[config.mk]
export PLATFORM = sky130hd
export DESIGN_NAME = decoder_onehot_seq
export DESIGN_NICKNAME = d
export VERILOG_FILES = /design/src/rtl/decoder_onehot_seq.sv
export SDC_FILE = /design/constraint.sdc
export NUM_CORES = 1
export LEC_CHECK = 0
export ABC_AREA = 1
export BUFFER_PORTS_ARGS = -buffer_cell sky130_fd_sc_hd__buf_2
export CAP_MARGIN = 20
export CORE_MARGIN = 5
export CORE_UTILIZATION = 58
export DETAILED_ROUTE_END_ITERATION = 12
export HOLD_SLACK_MARGIN = 0.05
export PLACE_DENSITY = 0.86
export SYNTH_ARGS = -nofsm -noshare
export SYNTH_HDL_FRONTEND = slang
export SYNTH_SLANG_ARGS = --single-unit
[constraint.sdc]
create_clock -name clk -period 2.3 [get_ports clk]
set_input_delay 0.345 -clock clk [delete_from_list [all_inputs] [get_ports clk]]
set_output_delay 0.345 -clock clk [all_outputs]
set_load 0.02 [all_outputs]
[src/rtl/decoder_onehot_seq.sv]
// Registered binary-to-one-hot decoder with valid/ready input and
// an autonomous scan mode that walks one active bit with a dwell time.
module decoder_onehot_seq #(
    parameter  int SEL_W   = 3,
    parameter  int DWELL_W = 8,
    localparam int OUT_W   = 2 ** SEL_W
) (
    input  logic               clk,
    input  logic               rst_n,
    input  logic               en,
    input  logic               mode,
    input  logic               in_valid,
    input  logic [SEL_W-1:0]   in_sel,
    output logic               in_ready,
    input  logic [DWELL_W-1:0] dwell,
    output logic [OUT_W-1:0]   out,
    output logic               out_valid,
    output logic [SEL_W-1:0]   cur_sel,
    output logic               wrap
);

    typedef enum logic [1:0] {
        IDLE = 2'd0,
        DEC  = 2'd1,
        SCAN = 2'd2
    } state_t;

    state_t             state_q, state_d;
    logic [OUT_W-1:0]   out_q, out_d;
    logic               valid_q, valid_d;
    logic [SEL_W-1:0]   sel_q, sel_d;
    logic               wrap_q, wrap_d;
    logic [DWELL_W-1:0] cnt_q, cnt_d;
    logic [SEL_W-1:0]   sel_inc;

    assign in_ready = en & ~mode & rst_n;
    assign sel_inc  = sel_q + SEL_W'(1);

    always_ff @(posedge clk or negedge rst_n) begin
        if (!rst_n) begin
            state_q <= IDLE;
            out_q   <= '0;
            valid_q <= 1'b0;
            sel_q   <= '0;
            wrap_q  <= 1'b0;
            cnt_q   <= '0;
        end else begin
            state_q <= state_d;
            out_q   <= out_d;
            valid_q <= valid_d;
            sel_q   <= sel_d;
            wrap_q  <= wrap_d;
            cnt_q   <= cnt_d;
        end
    end

    always_comb begin
        state_d = IDLE;
        out_d   = out_q;
        valid_d = valid_q;
        sel_d   = sel_q;
        wrap_d  = 1'b0;
        cnt_d   = cnt_q;
        if (!en) begin
            state_d = IDLE;
            out_d   = '0;
            valid_d = 1'b0;
            sel_d   = '0;
            cnt_d   = '0;
        end else if (!mode) begin
            state_d = DEC;
            cnt_d   = '0;
            if (in_valid) begin
                out_d   = OUT_W'(1) << in_sel;
                sel_d   = in_sel;
                valid_d = 1'b1;
            end
        end else begin
            state_d = SCAN;
            valid_d = 1'b1;
            if (state_q != SCAN) begin
                // Entry load to index 0 never pulses wrap
                out_d = OUT_W'(1);
                sel_d = '0;
                cnt_d = dwell;
            end else if (cnt_q != '0) begin
                cnt_d = cnt_q - DWELL_W'(1);
            end else begin
                sel_d  = sel_inc;
                out_d  = OUT_W'(1) << sel_inc;
                cnt_d  = dwell;
                wrap_d = (sel_inc == '0);
            end
        end
    end

    assign out       = out_q;
    assign out_valid = valid_q;
    assign cur_sel   = sel_q;
    assign wrap      = wrap_q;

endmodule

# Word level (Yosys, flattened, before mapping)
# Index checks and enable logic that the tools add are counted.
[word_totals]
input_bits = 16
mem_bits_ro = 0
ramBits = 0
latch_bits = 0
ff_bits = 23
memories = 0
[classes]
n_reduce_logical = 3
muxes = 23
n_shift = 2
bitwise_logic = 3
add_sub_neg = 2
n_mul = 0
n_lt_le_gt_ge = 0
div = 0
eq_ne = 3
[ops]
columns = ["operator", "count"]
rows = [
  ["$mux W8", 9],
  ["$shl A1 B3 Y8 const A", 2],
  ["$mux W3", 5],
  ["$reduce_bool A8 Y1", 1],
  ["$sub A8 B1 Y8 const B", 1],
  ["$mux W1", 7],
  ["$mux W2", 2],
  ["$ne A4 B4 Y1 const B", 1],
  ["$add A3 B1 Y3 const B", 1],
  ["$logic_not A3 Y1", 1],
  ["$ne A3 B1 Y1 const B", 1],
  ["$and A1 B1 Y1", 2],
  ["$ne A2 B2 Y1 const B", 1],
  ["$reduce_and A2 Y1", 1],
  ["$not A1 Y1", 1],
]

# Depth between registers and ports, before layout
# Gate-level depths: netlist of run 1.
[logic_depth]
depth_word = 6
ltp_mapped = 10

# Least setup slack after synthesis of run 1
# OpenSTA, ideal clock, no wires.
[synth_path]
path_kind = "reg2reg"
startpoint = "register sel_q[0] (netlist: cur_sel[0])"
endpoint = "register out_q[1] (netlist: out[1])"
t_required_ns = 2.184
arrival_ns = 1.248
path_slack_ns = 0.936
setup_time_ns = 0.116
stages_incl_launch_ff = 10
path_cell_list = "dfrtp_1 -> ha_1 -> inv_1 -> nand2_1 -> nand2_1 -> inv_1 -> nand3_1 -> nand2_1 -> nand2_1 -> nand2_1"
[synth_via]
elab_chain_cells = 6
[synth_lines]
columns = ["element", "line_no", "source"]
rows = [
  ["start, declared", "31", "logic [SEL_W-1:0] sel_q, sel_d;"],
  ["start signal, assigned", "51", "sel_q <= sel_d;"],
  ["$add A3 B1 Y3", "37", "assign sel_inc = sel_q + SEL_W'(1);"],
  ["$shl A1 B3 Y8", "90", "out_d = OUT_W'(1) << sel_inc;"],
  ["$mux W8", "86", "end else if (cnt_q != '0) begin"],
  ["$mux W8", "81", "if (state_q != SCAN) begin"],
  ["$mux W8", "70", "end else if (!mode) begin"],
  ["$mux W8", "64", "if (!en) begin"],
  ["end signal, assigned", "49", "out_q <= out_d;"],
  ["end, declared", "29", "logic [OUT_W-1:0] out_q, out_d;"],
]
# Every way passes these cells. The select of a mux whose other input is x is not followed.
# A chain may end at the register's enable or synchronous reset.

# Worst setup path in the final report of run 1
[layout_path]
startpoint = "input port rst_n"
endpoint = "output port in_ready"
[layout_via]
elab_chain_cells = 1
[layout_lines]
columns = ["element", "line_no", "source"]
rows = [
  ["start, declared", "9", "input logic rst_n,"],
  ["$and A1 B1 Y1", "36", "assign in_ready = en & ~mode & rst_n;"],
  ["end, declared", "14", "output logic in_ready,"],
]
# Every way passes these cells.

==> impl_metrics.json, run 1 <==
{
  "postCtsSetupRepairBufs": 0,
  "worst_slack_ns": 0.693,
  "syn_inst": 214,
  "grt_pass1_vias": 1323,
  "place_area_um2": 1640,
  "finalCriticalPeriod_ns": 1.61,
  "p_int_uw": 557,
  "syn_area_um2": 1460,
  "cp_max_fo": 2,
  "p_clk_share_pct": 23.1,
  "die-area_um2": 3620,
  "multi_input_area_um2": 752,
  "synth_area_leaders": "dfrtp_1, nand2_1, inv_1",
  "cp_data_required_time_ns": 1.96,
  "setup_viol": 0,
  "hold_path.class": "input port to register",
  "synth.avg_cell_area_um2": 6.82,
  "core_area_um2": 2430,
  "cts.clk_slew.worst_paths_ns": 0.13,
  "preCtsSetupSlack_ns": 0.845,
  "vias_per_cell": 4.97,
  "cts_tree": "done",
  "wire_per_inst_um": 11.5,
  "die_y_um": 60.2,
  "max_freq_mhz": 622,
  "startpoint": "rst_n",
  "routed_wl_mm": 3.20,
  "p_leak_uw": 0.00101,
  "fin_crit_sh_pct": 69.9,
  "grt_overflow": 0,
  "grt.total_usage_pct": 20.9,
  "htreeDepth": 1,
  "syn2layout_area_growth_pct": 14.7,
  "p_sw_share_pct": 32.6,
  "switchingPower_uw": 270,
  "synth_top_area_share_pct": 39.4,
  "dpl.hpwl_mm": 2.49,
  "drive_gt1_share_pct": 20.2,
  "post-route-drc-count": 0,
  "combPwrFrac_pct": 23.8,
  "rows": 18,
  "skew_ns": 0.00527,
  "antenna_found_initial": 0,
  "finalHoldViolCount": 0,
  "ir_worst_vdd_mv": 0.387,
  "die-width_um": 60.2,
  "start_kind": "input port",
  "grt_max_degree": 24,
  "cts_made_buffers": 3,
  "cts_buffer_depth": 2,
  "cts.sinks": 23,
  "yosysMostFrequentCell": "nand2_1",
  "drv_slew": 0,
  "grt_first_pass_wirelength_mm": 5.67,
  "rsz0062_at_grt": "no",
  "start_util_pct": 60.0,
  "drt_first_pass_iters": 4,
  "ys.flop_type": "dfrtp_1",
  "ios": 30,
  "numPortBuffers": 29,
  "end_kind": "output pin",
  "cap_violations": 0,
  "globalplace.congestion": 0.862,
  "drt_iter0_markers": 72,
  "tns_ns": 0,
  "clock_latency_ns": 0.31,
  "fillers": 215,
  "synth_edf_count": 0,
  "relSlewSlack_pct": 74.8,
  "clock_tree.root_cell": "clkbuf_4",
  "vias": 1383,
  "min_from": "dwell[2]",
  "seq_power_share_pct": 53.1,
  "yosysTopAreaCell": "dfrtp_1",
  "critPathKind": "input port to output pin",
  "insertedDiodeCount": 0,
  "critPathArrivalTime_ns": 1.26,
  "r2r-start": "cnt_q[0]",
  "synthesis.nets": 237,
  "regArea_um2": 576,
  "seq_area_frac_synth_pct": 39.4,
  "fin_nets": 272,
  "ant_nets": 0,
  "synth_seq_cells": 23,
  "status": "finished clean",
  "netlist_top_cells_count": "nand2_1, inv_1, nor2_1, dfrtp_1, nand3_1",
  "worst_pin_slew_ns": 0.378,
  "fin_area_um2": 1680,
  "synth_cell_types": 20,
  "p_per_area_nw_per_um2": 493,
  "synth-async-reset-ratio_pct": 100,
  "synth_warnings": 0
}
area by class of cell:
class / count / area share, %
Multi-Input combinational cell: 158 / 44.9
Sequential cell: 23 / 34.4
Timing Repair Buffer: 31 / 9.71
Inverter: 32 / 7.24
Tap cell: 30 / 2.24
Clock buffer: 4 / 1.57
logic make-up (layout without fill, tap and decap cells):
family | after synthesis | after routing | share of synthesized area [%]
buffers and inverters | 33 | 67 | 9.08
flip-flops | 23 | 23 | 39.4
AND/OR/NAND/NOR | 145 | 145 | 42.7
XOR/XNOR | 1 | 1 | 0.600
adder cells (fa/ha/maj) | 7 | 7 | 6.00
AO/OA/AOI/OAI | 5 | 5 | 2.23
power by group through the flow:
stage	logic, uW	clock network [uW]	registers [uW]
floorplan	123	0	455
global placement	188	0	445
detailed placement	193	0	446
CTS	197	194	439
global route	224	214	442
finish	197	191	439
registers in the layout (all words and copies together), names as in the netlist:
name,flops
cnt_q,8
cur_sel,3
out,8
out_valid,1
state_q,2
wrap,1
path summary, 6_finish.rpt:
kind                       slack (ns)  depth (start not counted)        to
setup / recovery                 0.69                          5  in_ready
hold / removal                   0.26                          3  cnt_q[2]
setup reg to reg                 0.80                          8  cnt_q[6]
hold reg to reg                  0.49                          2    out[7]
max in group asynchronous        1.53                          3    out[0]
min in group asynchronous        0.54                          3  cnt_q[5]
critical path, stage by stage:
cell           delay (ns)
dlygate4sd3_1        0.52
buf_2                0.11
inv_1                0.04
nor2_1               0.09
buf_2                0.17
through the flow:
stage          power (uW)  utilization (%)  std cells  hold slack, ns
5_1_grt               881             68.9        278           0.258
3_5_place_dp          640             67.4        273           0.365
2_1_floorplan         579                -        214          0.0494
3_3_place_gp          634             67.4        273           0.361
6_report              826             68.9        278           0.257
4_1_cts               829             68.9        278           0.261
repair_timing:
| action | 4_1_cts | 5_1_grt |
|---|---|---|
| hold endpoints to repair | 23 | 0 |
| gates resized for setup | 0 | 0 |
| hold buffers | 1 | 0 |
routing by layer:
metal	up-vias	track usage, %	wire length, um
met1	624	28.2	1480
li1	712	-	-
met4	0	7.91	57
met5	-	0	0
met2	39	33.5	1490
met3	8	3.24	181
placed cells by master (no fill, tap or decap):
cell type	instances
nor2_1	26
a21oi_2	1
buf_2	29
o21bai_1	1
clkinv_1	1
nor2_2	4
nand2_1	87
nand3_1	16
o21ai_0	2
clkbuf_1	1
ha_1	7
clkinv_2	1
inv_1	29
dfrtp_1	23
nand4_1	1
buf_4	1
o22ai_1	1
xnor2_1	1
clkbuf_4	3
nor3_1	1
nor2_4	4
nand2_2	6
dlygate4sd3_1	1
inv_2	1
Note: power is estimated with default switching activity, not from simulation.
==> run 2, diff against run 1 <==
--- a/config.mk
+++ b/config.mk
@@ -9,10 +9,10 @@
 export BUFFER_PORTS_ARGS = -buffer_cell sky130_fd_sc_hd__buf_2
 export CAP_MARGIN = 20
 export CORE_MARGIN = 5
-export CORE_UTILIZATION = 58
+export CORE_UTILIZATION = 54
 export DETAILED_ROUTE_END_ITERATION = 12
 export HOLD_SLACK_MARGIN = 0.05
-export PLACE_DENSITY = 0.86
+export PLACE_DENSITY = 0.81
 export SYNTH_ARGS = -nofsm -noshare
 export SYNTH_HDL_FRONTEND = slang
 export SYNTH_SLANG_ARGS = --single-unit
==> constraint.sdc (replaced) <==
create_clock -name clk -period 1.6 [get_ports clk]
set_input_delay 0.24 -clock clk [delete_from_list [all_inputs] [get_ports clk]]
set_output_delay 0.24 -clock clk [all_outputs]
set_load 0.02 [all_outputs]
==> impl_metrics.json, run 2 (same netlist as run 1, synthesis figures left out) <==
{
  "wire_per_inst_um": 11.0,
  "routed_wl_mm": 3.06,
  "htreeDepth": 1,
  "start_kind": "register",
  "setup_viol": 0,
  "start_util_pct": 57.9,
  "worst_pin_slew_ns": 0.368,
  "cts_tree": "done",
  "critPathArrivalTime_ns": 1.64,
  "final_common_cell": "nand2_1",
  "hold_path.class": "input port to register",
  "grt.total_usage_pct": 18.2,
  "p_per_area_nw_per_um2": 702,
  "combPwrFrac_pct": 23.7,
  "p_sw_share_pct": 32.1,
  "p_int_uw": 802,
  "vias_per_cell": 4.75,
  "fin_cells": 279,
  "cts_buffer_depth": 2,
  "numPortBuffers": 29,
  "cp_data_required_time_ns": 1.82,
  "status": "finished clean",
  "drv_slew": 0,
  "grt_max_degree": 24,
  "p_clk_share_pct": 22.9,
  "die-area_um2": 3840,
  "drive_gt1_share_pct": 20.5,
  "place_area_um2": 1650,
  "fin_crit_sh_pct": 88.3,
  "ios": 30,
  "fin_area_um2": 1680,
  "insertedDiodeCount": 0,
  "tns_ns": 0,
  "preCtsSetupSlack_ns": 0.181,
  "cts_resized": 0,
  "vias": 1324,
  "drt_first_pass_iters": 4,
  "die-width_um": 62,
  "cp_max_fo": 7,
  "final_cell_mix": "nand2_1, inv_1, buf_2",
  "switchingPower_uw": 379,
  "grt_pass1_vias": 1197,
  "p_leak_uw": 0.00101,
  "grt_overflow": 0,
  "syn2layout_area_growth_pct": 15.3,
  "clock_tree.root_cell": "clkbuf_4",
  "fin_nets": 273,
  "skew_ns": 0.00169,
  "cts.clk_slew.worst_paths_ns": 0.12,
  "finalCriticalPeriod_ns": 1.41,
  "cts.sinks": 23,
  "critPathKind": "register to register",
  "seq_power_share_pct": 53.4,
  "drt_iter0_markers": 52,
  "dpl.hpwl_mm": 2.36,
  "die_y_um": 62,
  "cap_violations": 0,
  "end_kind": "register",
  "core_area_um2": 2520,
  "relSlewSlack_pct": 75.4,
  "place_inst": 274,
  "ant_nets": 0,
  "grt_first_pass_wirelength_mm": 5.13,
  "rsz0062_at_grt": "no",
  "post-route-drc-count": 0,
  "clock_latency_ns": 0.31,
  "ir_worst_vdd_mv": 0.621,
  "max_freq_mhz": 708,
  "cts_made_buffers": 3,
  "antenna_found_initial": 0,
  "rows": 18,
  "worst_slack_ns": 0.187,
  "globalplace.congestion": 0.813,
  "finalHoldViolCount": 0,
  "final_util_pct": 66.7
}
[run 2: cell types whose count changed in the layout (fill, tap and decap cells not counted), sizes merged]
| cell | change |
|---|---|
| buf | +1 |
[run 2: power groups by stage]
stage	clock, uW	combinational (uW)	sequential, uW
2_1_floorplan	0	177	655
3_3_place_gp	0	276	640
3_5_place_dp	0	279	641
4_1_cts	282	282	630
5_1_grt	301	323	634
6_report	271	279	630
[run 2: layout make-up]
class                   count  area (um2)
well taps                  30        37.5
repair buffers             32         170
fillers                   237         840
flip-flops and latches     23         576
multi-input cells         158         752
inverters                  32         121
clock buffers               4        26.3
[run 2: through the flow]
step	power [uW]	hold slack [ns]
floorplan	832	-0.0556
global placement	916	0.265
detailed placement	920	0.260
CTS	1190	0.141
global route	1260	0.147
finish	1180	0.145
[run 2: final timing paths]
check,start,to,slack [ns],depth (start not counted)
max,cur_sel[0],out[2],0.19,9
min,dwell[3],cnt_q[3],0.14,3
max reg2reg,cur_sel[0],out[2],0.19,9
min reg2reg,out[6],out[6],0.49,2
max in group asynchronous,rst_n,out[0],0.94,3
min in group asynchronous,rst_n,cnt_q[0],0.44,3
[run 2: worst max-delay path: stages (launching register included)]
cell	delay, ns
dfrtp_1	0.48
ha_1	0.25
inv_1	0.05
nand2_1	0.06
nand2_1	0.15
inv_1	0.10
nand3_1	0.08
nand2_1	0.05
nand2_1	0.06
nand2_1	0.05
[run 2: layer usage]
metal  GRT usage [%]  part of all wire [%]  vias to the layer above
li1                -                     -                      714
met1            26.5                    50                      574
met2            26.8                    42                       34
met3            4.34                   6.6                        2
met4            5.45                  0.88                        0
met5               0                     0                        -
[run 2: timing repair]
| item | CTS | global route |
|---|---|---|
| hold endpoints to repair | 23 | 0 |
| buffers inserted | 0 | 0 |
| hold buffers | 1 | 0 |
